===== config.mk =====
export PLATFORM = sky130hd
export DESIGN_NAME = pipelined_rca
export DESIGN_NICKNAME = d
export VERILOG_FILES = /design/src/rtl/pipelined_rca.sv
export SDC_FILE = /design/constraint.sdc
export NUM_CORES = 1
export LEC_CHECK = 0
export ABC_AREA = 1
export BUFFER_PORTS_ARGS = -buffer_cell sky130_fd_sc_hd__buf_2
export CAP_MARGIN = 20
export CORE_UTILIZATION = 35
export DETAILED_ROUTE_END_ITERATION = 8
export SLEW_MARGIN = 0
export SYNTH_ARGS = -nofsm -noshare
export SYNTH_HDL_FRONTEND = slang
export SYNTH_SLANG_ARGS = --single-unit

===== constraint.sdc =====
create_clock -name clk -period 2.3 [get_ports clk]
set_input_delay 0.575 -clock clk [delete_from_list [all_inputs] [get_ports clk]]
set_output_delay 0.575 -clock clk [all_outputs]
set_load 0.005 [all_outputs]

===== src/rtl/pipelined_rca.sv =====
// Pipelined ripple-carry adder/subtractor: WIDTH-bit carry chain split into STAGES registered segments.
// Define PIPE_RCA_OVF_EN to add the signed-overflow output Ovf.
module pipelined_rca #(
  parameter int WIDTH  = 16,
  parameter int STAGES = 4
) (
  input  logic             clk,
  input  logic             rst_n,
  input  logic             in_valid,
  output logic             in_ready,
  input  logic [WIDTH-1:0] A,
  input  logic [WIDTH-1:0] B,
  input  logic             Cin,
  input  logic             Sub,
  output logic             out_valid,
  input  logic             out_ready,
  output logic [WIDTH-1:0] Sum,
  output logic             Cout
`ifdef PIPE_RCA_OVF_EN
  ,
  output logic             Ovf
`endif
);

  localparam int NS   = (STAGES < 1) ? 1 : STAGES;
  localparam int SEG  = WIDTH / NS;
  localparam int LAST = NS - 1;

  if (STAGES < 1 || (WIDTH % NS) != 0) begin : g_param_err
    $error("pipelined_rca: STAGES must be >= 1 and divide WIDTH");
  end

  logic             valid_q [NS];
  logic             valid_d [NS];
  logic             carry_q [NS];
  logic             carry_d [NS];
  logic [WIDTH-1:0] a_q     [NS];
  logic [WIDTH-1:0] a_d     [NS];
  logic [WIDTH-1:0] b_q     [NS];
  logic [WIDTH-1:0] b_d     [NS];
  logic [WIDTH-1:0] sum_q   [NS];
  logic [WIDTH-1:0] sum_d   [NS];

  logic             adv;
  logic [WIDTH-1:0] src_a;
  logic [WIDTH-1:0] src_b;
  logic [WIDTH-1:0] src_s;
  logic             src_c;
  logic             src_v;
  logic [SEG:0]     seg_r;

  // Bubbles shift like real beats, so the whole pipe moves whenever the output slot frees.
  assign adv      = !valid_q[LAST] || out_ready;
  assign in_ready = adv;

  always_comb begin
    src_a = '0;
    src_b = '0;
    src_s = '0;
    src_c = 1'b0;
    src_v = 1'b0;
    seg_r = '0;
    for (int k = 0; k < NS; k++) begin
      // Stage 0 takes the raw beat (B inverted here for subtract); later stages take the prior register.
      src_a = (k == 0) ? A                : a_q[(k == 0) ? 0 : k - 1];
      src_b = (k == 0) ? (Sub ? ~B : B)   : b_q[(k == 0) ? 0 : k - 1];
      src_s = (k == 0) ? '0               : sum_q[(k == 0) ? 0 : k - 1];
      src_c = (k == 0) ? Cin              : carry_q[(k == 0) ? 0 : k - 1];
      src_v = (k == 0) ? in_valid         : valid_q[(k == 0) ? 0 : k - 1];
      seg_r = {1'b0, src_a[k*SEG +: SEG]} + {1'b0, src_b[k*SEG +: SEG]} + {{SEG{1'b0}}, src_c};
      valid_d[k] = src_v;
      a_d[k]     = src_a;
      b_d[k]     = src_b;
      carry_d[k] = seg_r[SEG];
      sum_d[k]   = src_s;
      sum_d[k][k*SEG +: SEG] = seg_r[SEG-1:0];
    end
  end

  always_ff @(posedge clk or negedge rst_n) begin
    if (!rst_n) begin
      for (int k = 0; k < NS; k++) begin
        valid_q[k] <= 1'b0;
        carry_q[k] <= 1'b0;
        a_q[k]     <= '0;
        b_q[k]     <= '0;
        sum_q[k]   <= '0;
      end
    end else if (adv) begin
      for (int k = 0; k < NS; k++) begin
        valid_q[k] <= valid_d[k];
        carry_q[k] <= carry_d[k];
        a_q[k]     <= a_d[k];
        b_q[k]     <= b_d[k];
        sum_q[k]   <= sum_d[k];
      end
    end
  end

  assign out_valid = valid_q[LAST];
  assign Sum       = sum_q[LAST];
  assign Cout      = carry_q[LAST];

`ifdef PIPE_RCA_OVF_EN
  logic ovf_d;
  logic ovf_q;

  // a^b^sum at the MSB recovers the carry into the MSB.
  always_comb begin
    ovf_d = a_d[LAST][WIDTH-1] ^ b_d[LAST][WIDTH-1] ^ sum_d[LAST][WIDTH-1] ^ carry_d[LAST];
  end

  always_ff @(posedge clk or negedge rst_n) begin
    if (!rst_n) begin
      ovf_q <= 1'b0;
    end else if (adv) begin
      ovf_q <= ovf_d;
    end
  end

  assign Ovf = ovf_q;
`endif

endmodule


* Word-level counts from Yosys, hierarchy flattened
Index checks and enable logic that the tools add are counted.
** Word-level totals
- Register bits :: 144
- Word-level logic and storage cells :: 30
- Output and inout port bits :: 19
- Input bits :: 38
** Operators by class
- Bitwise logic cells :: 1
- Multiplexer cells :: 1
- Add/sub/neg operators :: 8
- Reduce and logical (&&, ||, !) cells :: 2
** Operator list (count)
- adder 4 x 4 -> 5 bit :: 4
- adder 5 x 1 -> 5 bit :: 4
- 2-to-1 mux 16 bit :: 1
- inverter 16 bit :: 1
- zero test 1 bit :: 1
- logical OR 1 bit :: 1

* Depth between registers and ports, before layout
Gate-level depths: netlist of the first run.
- Depth after elaboration :: 4
- Gate-level depth with buffers :: 10
- Depth with buffers taken out :: 8

* Worst setup path before layout of the first run
OpenSTA, ideal clock, no wires.
- Kind :: input -> register
- Start point :: input Sub
- End point :: register carry_q[3] in the netlist's numbering
- Cell stages on the path :: 10
- Path buffers :: 2
- Arrival time :: 2.022 ns
- Setup slack :: 0.152 ns
- Path through :: buf_2 buf_4 xnor2_1 fa_1 inv_1 fa_1 nand2_1 inv_1 o21ai_0 a21oi_1
** Between the ends
- Cells in the longest elaborated chain, start to end :: 3
** RTL lines
- start, declared :: line 14 : input logic Sub,
- 2-to-1 mux 16 bit :: line 66 : src_b = (k == 0) ? (Sub ? ~B : B) : b_q[(k == 0) ? 0 : k - 1];
- adder 4 x 4 -> 5 bit :: line 70 : seg_r = {1'b0, src_a[k*SEG +: SEG]} + {1'b0, src_b[k*SEG +: SEG]} + {{SEG{1'b0}}, src_c};
- adder 5 x 1 -> 5 bit :: line 70
- end signal, assigned by index :: line 92 : carry_q[k] <= carry_d[k];
- end, declared :: line 35 : logic carry_q [NS];
No other way between the ends.
A chain may end at the register's enable or synchronous reset.

* Worst setup path in the final report of the first run
Same ends and word-level chain as after synthesis.

==> results.yml, run 1 <==
run_status:
  outcome: "completed"
worst_setup_path:
  crit_chain: "buf_2, xnor2_1, fa_1, inv_1, fa_1, nand2_1, inv_1, o21ai_0, a21oi_1"
  critical_path_buf_inv_count: 3
  rr_worst_depth: 6
  critPathMaxFanout: 6
  critPathMaxStageDelay_ps: 390
  r2r_end: "Cout"
  critPathKind: "primary input to flop"
  r2r-start: "src_a[12]"
  worst_ep_required_time_ps: 2520
  arrival_ps: 1980
  end_kind: "flop"
  critPathTopFamily: "adder cells"
  crit_slowest_cell: "fa_1"
  start_kind: "primary input"
  r2r_slack_ps: 580
clocking:
  cts_resized: 0
  cts_root_buf: "clkbuf_16"
  h-tree-depth: 3
  cts.clk_slew.worst_paths_ps: 60
  clkLatencyLatePin_ps: 340
  cts_buffers: 9
  cts_setup_buffers: 0
  clock-sinks: 96
  clockBufferDepth: 2
  cts_tree: "yes"
  cts_hold_buf: 0
synth:
  synth-seq-cells: 96
  synth_seq_area_share: 0.563
  synth_nets: 531
  synth_top_area_cell: "dfrtp_1"
  ys_top_cells_by_area: "dfrtp_1, nand2_1, o21ai_1"
  syn_area_sq_mm: 0.00427
  yosys.area.top_type_share: 0.563
  syn_avg_cell_area_sq_um: 9.03
  postSynthCellCount: 473
  ys_types: 21
  synth_warnings: 0
route:
  routed_via_density: 4.54
  drc: 0
  ant_nets: 0
  vias: 3042
  drt-initial-drc-count: 132
  drtPass1Iterations: 6
  wl_mm: 7.81
  routedWlPerCell_um: 11.7
sta:
  fmax_ghz: 0.566
  hold_ws_ps: 193
  fin_crit_ps: 1770
  finalHoldViolCount: 0
  fin_worst_skew_ps: 3.50
  drv_slew: 0
  finalCritPeriodShare: 0.768
  rsz0062_at_grt: "no"
  timing.final.setup_violations: 0
  tns_ps: 0
  tightestPinTransition_ps: 475
  slew_headroom: 0.683
  worst_slack_ps: 534
floorplanning:
  die_x_um: 112
  core_area_sq_mm: 0.0117
  start_util: 0.366
  dieArea_sq_mm: 0.0126
  die_h_um: 112
  ios: 57
  rows: 39
layout:
  fin_util: 0.428
  final_cell_mix: "nand2_1, dfrtp_1, buf_2"
  layout-drive-gt1-share: 0.150
  area_growth_syn_to_layout_pct: 16.9
  diodes: 0
  final_cells: 670
  fillers: 1147
  layout_commonest_cell: "nand2_1"
  fin_nets: 581
power:
  p_per_area_mw_per_mm2: 1300
  peakVddDrop_v: 0.000387
  p_leak_nw: 2.58
grt:
  overflow: 0
  antenna_found_initial: 0
  grt_pass1_wl_mm: 14.0
  grt_pass1_vias: 3049
  grt_usage: 0.139
  grt_start_max_net_pins: 109
min_path:
  min_path_type: "primary input to asynchronous set/reset pin"
place:
  numPortBuffers: 56
  detailed_place_hpwl_mm: 5.22
  gp_congestion: 0.781
  pre_cts_ws_ps: 191
  post-place-cells: 655
job:
  cap_violations: 0
==> registers in the layout (all words and copies together), names as in the netlist <==
register	count
valid_d	2
carry_q	2
b_d	20
src_c	1
src_a	4
sum_d	12
Sum	16
src_b	4
a_d	20
src_s	12
src_v	1
out_valid	1
Cout	1
==> metal layers <==
layer / vias up / share of wire / wire (um) / global-route usage
met5: - / 0 / 0 / 0
met4: 0 / 0.021 / 167 / 0.0782
met3: 13 / 0.039 / 302 / 0.0308
met2: 56 / 0.43 / 3360 / 0.211
met1: 1406 / 0.51 / 3980 / 0.186
li1: 1567 / - / - / -
==> final cells by class <==
cell class | count | area (sq um) | area share
well taps | 143 | 179 | 0.0358
clock inverters | 5 | 57.6 | 0.0115
repair buffers | 61 | 358 | 0.0717
flip-flops and latches | 96 | 2400 | 0.481
inverters | 44 | 165 | 0.0331
clock buffers | 10 | 239 | 0.0479
multi-input cells | 311 | 1590 | 0.319
==> worst reg2reg max path, cell delays in order, from the launching register on <==
cell and delay [ps]:
dfrtp_1 400, fa_1 470, fa_1 400, nand2_1 80
inv_1 40, o21ai_0 140, a21oi_1 80
==> report_power, final <==
part,switching (W),total [W],internal [W]
clock,0.000610,0.00147,0.000863
combinational,0.00130,0.00219,0.000893
sequential,0.000383,0.00282,0.00244
==> worst max path at each step <==
stage,start,to,slack (ps),cells past startpoint
global route,src_a[12],Cout,420,6
detailed placement,Sub,carry_q[3],190,9
floorplan,Sub,carry_q[3],150,10
finish,Sub,carry_q[3],530,9
CTS,Sub,carry_q[3],550,9
global placement,Sub,carry_q[3],290,9
==> logic make-up (layout without fill, tap and decap cells) <==
logic type / after synthesis / after routing / synth area share
and+or+nand+nor: 212 / 212 / 0.192
AOI/OAI and AO/OA: 63 / 63 / 0.0753
DFF: 96 / 96 / 0.563
adders and majority gates: 20 / 20 / 0.0727
xor gates and xnor gates: 16 / 16 / 0.0328
buffers and inverters: 66 / 120 / 0.0645
==> cells in the mapped netlist <==
cell type / n
inv_2: 1
dfrtp_1: 96
inv_1: 43
or2_2: 1
xor2_1: 3
a21oi_1: 5
buf_2: 13
buf_1: 1
buf_4: 3
nand2_1: 184
xnor2_1: 13
ha_1: 12
clkbuf_1: 5
o31ai_1: 2
nor2_4: 1
nand3_1: 11
a31oi_1: 1
nor2_1: 15
o21ai_0: 19
o21ai_1: 36
fa_1: 8
==> metrics by stage <==
step / power (W) / cell area (sq um)
2_1_floorplan: 0.00438 / 4270
6_report: 0.00649 / 4990
4_1_cts: 0.00658 / 4990
3_3_place_gp: 0.00499 / 4700
3_5_place_dp: 0.00508 / 4700
5_1_grt: 0.00712 / 4990
No activity file was read; power rests on OpenSTA's default activity.
==> run 2, diff against run 1 <==
clock period = 1.5 ns   (was 2.3 ns; I/O delays follow)
==> run 2 against run 1 <==
  * The run now ends with negative setup slack left
  * Clock skew about the same
  * Largest cell class unchanged
  * Design area increased by 3.2%
  * Largest power group unchanged
  * Count of clock-buffer cells in the layout is 2 higher
  * Flip-flop and latch count did not move
  * Critical path type is now flop to flop
  * Via count grew 0.16%
==> results.yml, run 2 (synthesized netlist as in run 1, its figures left out) <==
place:
  numPortBuffers: 56
  gp_congestion: 0.774
  detailed_place_hpwl_mm: 5.13
  place_area_sq_mm: 0.00477
floorplanning:
  die_x_um: 112
  ios: 57
  core_area_sq_mm: 0.0117
  die_h_um: 112
  rows: 39
  dieArea_sq_mm: 0.0126
  start_util: 0.366
worst_setup_path:
  critical_path_buf_inv_count: 1
  r2r-start: "src_c"
  end_kind: "flop"
  r2r_end: "Cout"
  cpMostUsedCell: "fa_2"
  start_kind: "flop"
  arrival_ps: 1790
  rr_worst_depth: 6
  r2r_slack_ps: -70
  critPathKind: "flop to flop"
  crit_slowest_cell: "fa_2"
  critPathMaxStageDelay_ps: 410
  crit_chain: "fa_2, fa_2, nand2_1, inv_2, o21ai_2, a21oi_2"
  critPathTopFamily: "adder cells"
  critPathMaxFanout: 2
  worst_ep_required_time_ps: 1720
layout:
  diodes: 0
  fin_area_sq_mm: 0.00515
  layout-drive-gt1-share: 0.210
  final_cell_mix: "nand2_1, dfrtp_1, buf_2"
  layout_commonest_cell: "nand2_1"
  fin_nets: 592
  area_growth_syn_to_layout_pct: 20.6
sta:
  fin_worst_skew_ps: 3.49
  drv_slew: 0
  fmax_ghz: 0.638
  tightestPinTransition_ps: 498
  hold_ws_ps: 82.8
  fin_crit_ps: 1570
  worst_slack_ps: -66.9
  finalHoldViolCount: 0
  timing.final.setup_violations: 4
  slew_headroom: 0.668
  finalCritPeriodShare: 1.04
  rsz0062_at_grt: "yes"
route:
  ant_nets: 0
  vias: 3047
  drtPass1Iterations: 4
  wl_mm: 7.88
  routed_via_density: 4.47
  drc: 0
  routedWlPerCell_um: 11.6
  drt-initial-drc-count: 129
clocking:
  h-tree-depth: 3
  cts_buffers: 9
  clock-sinks: 96
  cts_tree: "yes"
  clkLatencyLatePin_ps: 330
  cts.clk_slew.worst_paths_ps: 60
  cts_root_buf: "clkbuf_16"
  clockBufferDepth: 2
power:
  peakVddDrop_v: 0.000714
  p_per_area_mw_per_mm2: 1990
  p_leak_nw: 2.64
min_path:
  min_path_type: "primary input to asynchronous set/reset pin"
grt:
  grt_pass1_wl_mm: 14.1
  grt_pass1_vias: 3078
  grt_usage: 0.139
  grt_start_max_net_pins: 97
  antenna_found_initial: 0
  overflow: 0
run_status:
  outcome: "finished with violations"
  violations: "negative setup slack"
job:
  cap_violations: 0
## run 2: changes by cell type in the layout (fill, tap and decap cells not counted), sizes merged
cell      previous run  this run
clkinv               1         2
clkinvlp             3         1
bufinv               1         0
clkbuf              10        12
buf                 61        72
## run 2: worst max-delay path by stage
stage / startpoint / end / cells after the start
floorplan: Sub / sum_d[33] / 8
global placement: B[0] / carry_q[3] / 9
CTS: src_a[12] / Cout / 6
finish: src_c / Cout / 6
global route: src_c / Cout / 6
detailed placement: Sub / carry_q[3] / 9
## run 2: timing repair
action | CTS | global route
resized for setup | 9 | 12
pin swaps | 10 | 10
endpoints found under the setup margin | 9 | 10
hold buffers | 0 | 0
setup buffers | 5 | 2
## run 2: final cells by class
cell class | count | area, sq um
Tap cell | 143 | 179
Fill cell | 1134 | 6510
Timing Repair Buffer | 72 | 453
Inverter | 44 | 168
Sequential cell | 96 | 2400
Clock buffer | 12 | 256
Multi-Input combinational cell | 311 | 1670
Clock inverter | 3 | 17.5
## run 2: power by group
| part | switching, W | internal, W |
|---|---|---|
| logic | 0.00215 | 0.00165 |
| registers | 0.000590 | 0.00374 |
| clock network | 0.000897 | 0.00120 |
| total | 0.00364 | 0.00659 |
## run 2: per-layer routing
layer	global-route usage	vias up	wire (um)
li1	-	1578	-
met1	0.191	1410	4090
met2	0.214	50	3400
met3	0.0319	9	256
met4	0.0516	0	127
met5	0	-	0
## run 2: metrics by stage
stage	util	total power, W	cells	setup TNS [ps]	worst slack [ps]
detailed placement	0.409	0.00789	659	-1430	-232
finish	0.442	0.0102	681	-155	-66.9
global placement	0.409	0.00777	659	-1060	-217
global route	0.442	0.0112	681	-492	-122
CTS	0.437	0.0102	679	-200	-75.4
floorplan	-	0.00675	473	-914	-304
## run 2: worst register-to-register path, cell delays in order, from the launching register on
cell	delay, ps
dfrtp_1	400
fa_2	410
fa_2	350
nand2_1	80
inv_2	50
o21ai_2	110
a21oi_2	60
==> run 3, diff against run 2 <==
CAP_MARGIN = default   (was 20)
GPL_TIMING_DRIVEN = 0   (was default)
==> run 3 against run 2 <==
  * The flow still finishes with violations (negative setup slack)
  * Design area up 1.4%
  * Register-to-register slack worse by 60 ps
  * Power up 5.5%
  * Sequential power up 1%
  * Clock power up 13%
  * Setup slack worse by 56 ps
==> results.yml, run 3 (synthesized netlist as in run 1, its figures left out) <==
run_status:
  outcome: "finished with violations"
  violations: "negative setup slack"
place:
  numPortBuffers: 55
  pre_cts_ws_ps: -389
  gp_congestion: 0.813
  detailed_place_hpwl_mm: 6.62
sta:
  worst_slack_ps: -123
  drv_slew: 0
  finalHoldViolCount: 0
  fin_crit_ps: 1620
  fin_worst_skew_ps: 5.15
  finalCritPeriodShare: 1.08
  tightestPinTransition_ps: 555
  fmax_ghz: 0.616
  rsz0062_at_grt: "yes"
  slew_headroom: 0.630
  timing.final.setup_violations: 6
worst_setup_path:
  critPathKind: "flop to flop"
  worst_ep_required_time_ps: 1730
  crit_chain: "fa_2, fa_2, nand2_2, inv_2, o21ai_2, a21oi_2"
  arrival_ps: 1860
  cpMostUsedCell: "fa_2"
  rr_worst_depth: 6
  crit_slowest_cell: "dfrtp_1"
  crit_end: "Cout"
  critPathMaxFanout: 2
  r2r_slack_ps: -120
  end_kind: "flop"
  start_kind: "flop"
  r2r-start: "src_c"
  r2r_end: "Cout"
  critPathMaxStageDelay_ps: 410
  crit_start: "src_c"
route:
  drc: 0
  drtPass1Iterations: 4
  drt-initial-drc-count: 135
  routedWlPerCell_um: 14.1
  wl_mm: 9.71
  ant_nets: 0
  vias: 3216
  routed_via_density: 4.65
floorplanning:
  dieArea_sq_mm: 0.0126
  ios: 57
  core_area_sq_mm: 0.0117
  die_h_um: 112
  start_util: 0.366
  die_x_um: 112
  rows: 39
layout:
  layout-drive-gt1-share: 0.221
  fillers: 1129
  multi_input_area_sq_mm: 0.00168
  final_cell_mix: "nand2_1, dfrtp_1, buf_2"
  area_growth_syn_to_layout_pct: 22.4
  ff_latch_area_sq_mm: 0.00240
  fin_nets: 602
  layout_commonest_cell: "nand2_1"
  diodes: 0
clocking:
  clock-sinks: 96
  cts_tree: "yes"
  cts.clk_slew.worst_paths_ps: 60
  cts_root_buf: "clkbuf_16"
  cts_buffers: 9
  h-tree-depth: 3
  clkLatencyLatePin_ps: 350
  clockBufferDepth: 2
grt:
  grt_usage: 0.172
  use_met2: 0.263
  grt_pass1_wl_mm: 16.5
  grt_start_max_net_pins: 71
  overflow: 0
  met1_usage: 0.236
  antenna_found_initial: 0
  top_usage_layer: "met2"
  grt_pass1_vias: 3198
  met3_usage: 0.0351
power:
  power.total_w: 0.0108
  peakVddDrop_v: 0.000733
  p_per_area_mw_per_mm2: 2060
  p_leak_nw: 2.68
min_path:
  min_path_type: "primary input to flop"
job:
  cap_violations: 0
-- run 3: worst min path at each step --
stage | from | to | slack, ps | cells after the start
final | in_valid | valid_d[2] | 230 | 3
after global routing | in_valid | valid_d[2] | 250 | 3
after CTS | in_valid | valid_d[2] | 230 | 3
after detailed placement | rst_n | valid_d[2] | 320 | 1
after global placement | src_v | out_valid | 440 | 2
after floorplan | rst_n | Cout | 80 | 0
-- run 3: final cells by class --
class / count / area share
clock buffer: 12 / 0.0453
clock inverter: 3 / 0.0129
buffer: 20 / 0.0261
timing repair buffer: 62 / 0.0687
sequential: 96 / 0.460
multi-input combinational: 311 / 0.321
tap: 143 / 0.0343
inverter: 44 / 0.0316
-- run 3: layer usage --
metal,part of all wire,vias to the layer above
li1,-,1608
met1,0.47,1515
met2,0.45,80
met3,0.056,13
met4,0.022,0
met5,0,-
-- run 3: worst max-delay path, delay by kind of cell (launching register included) --
family	cells	cell delay, ps
fa+ha+maj	2	770
flops	1	410
compound gates	2	210
simple gates	1	70
buf+inv	1	40
-- run 3: per-stage QoR --
stage	util	area [sq um]	setup TNS [ps]	hold slack [ps]	instances
5_1_grt	0.448	5220	-748	247	691
6_report	0.448	5220	-334	230	691
2_1_floorplan	-	4330	-914	79.4	473
3_3_place_gp	0.410	4780	-85910	444	671
4_1_cts	0.445	5190	-353	226	691
3_5_place_dp	0.412	4810	-2610	325	672
-- run 3: power by group --
group	internal [W]	total (W)	switching, W	leakage (nW)
combinational	0.00166	0.00402	0.00236	1.37
sequential	0.00374	0.00439	0.000644	1.16
clock	0.00145	0.00238	0.000923	0.143
total	0.00686	0.0108	0.00393	2.68
-- run 3: repair_timing --
item / 4_1_cts / 5_1_grt
pin swaps: 12 / 15
endpoints found under the setup margin: 12 / 29
resized for setup: 14 / 21
hold endpoints to repair: 26 / 0
hold buffers: 1 / 0
buffers inserted: 4 / 1
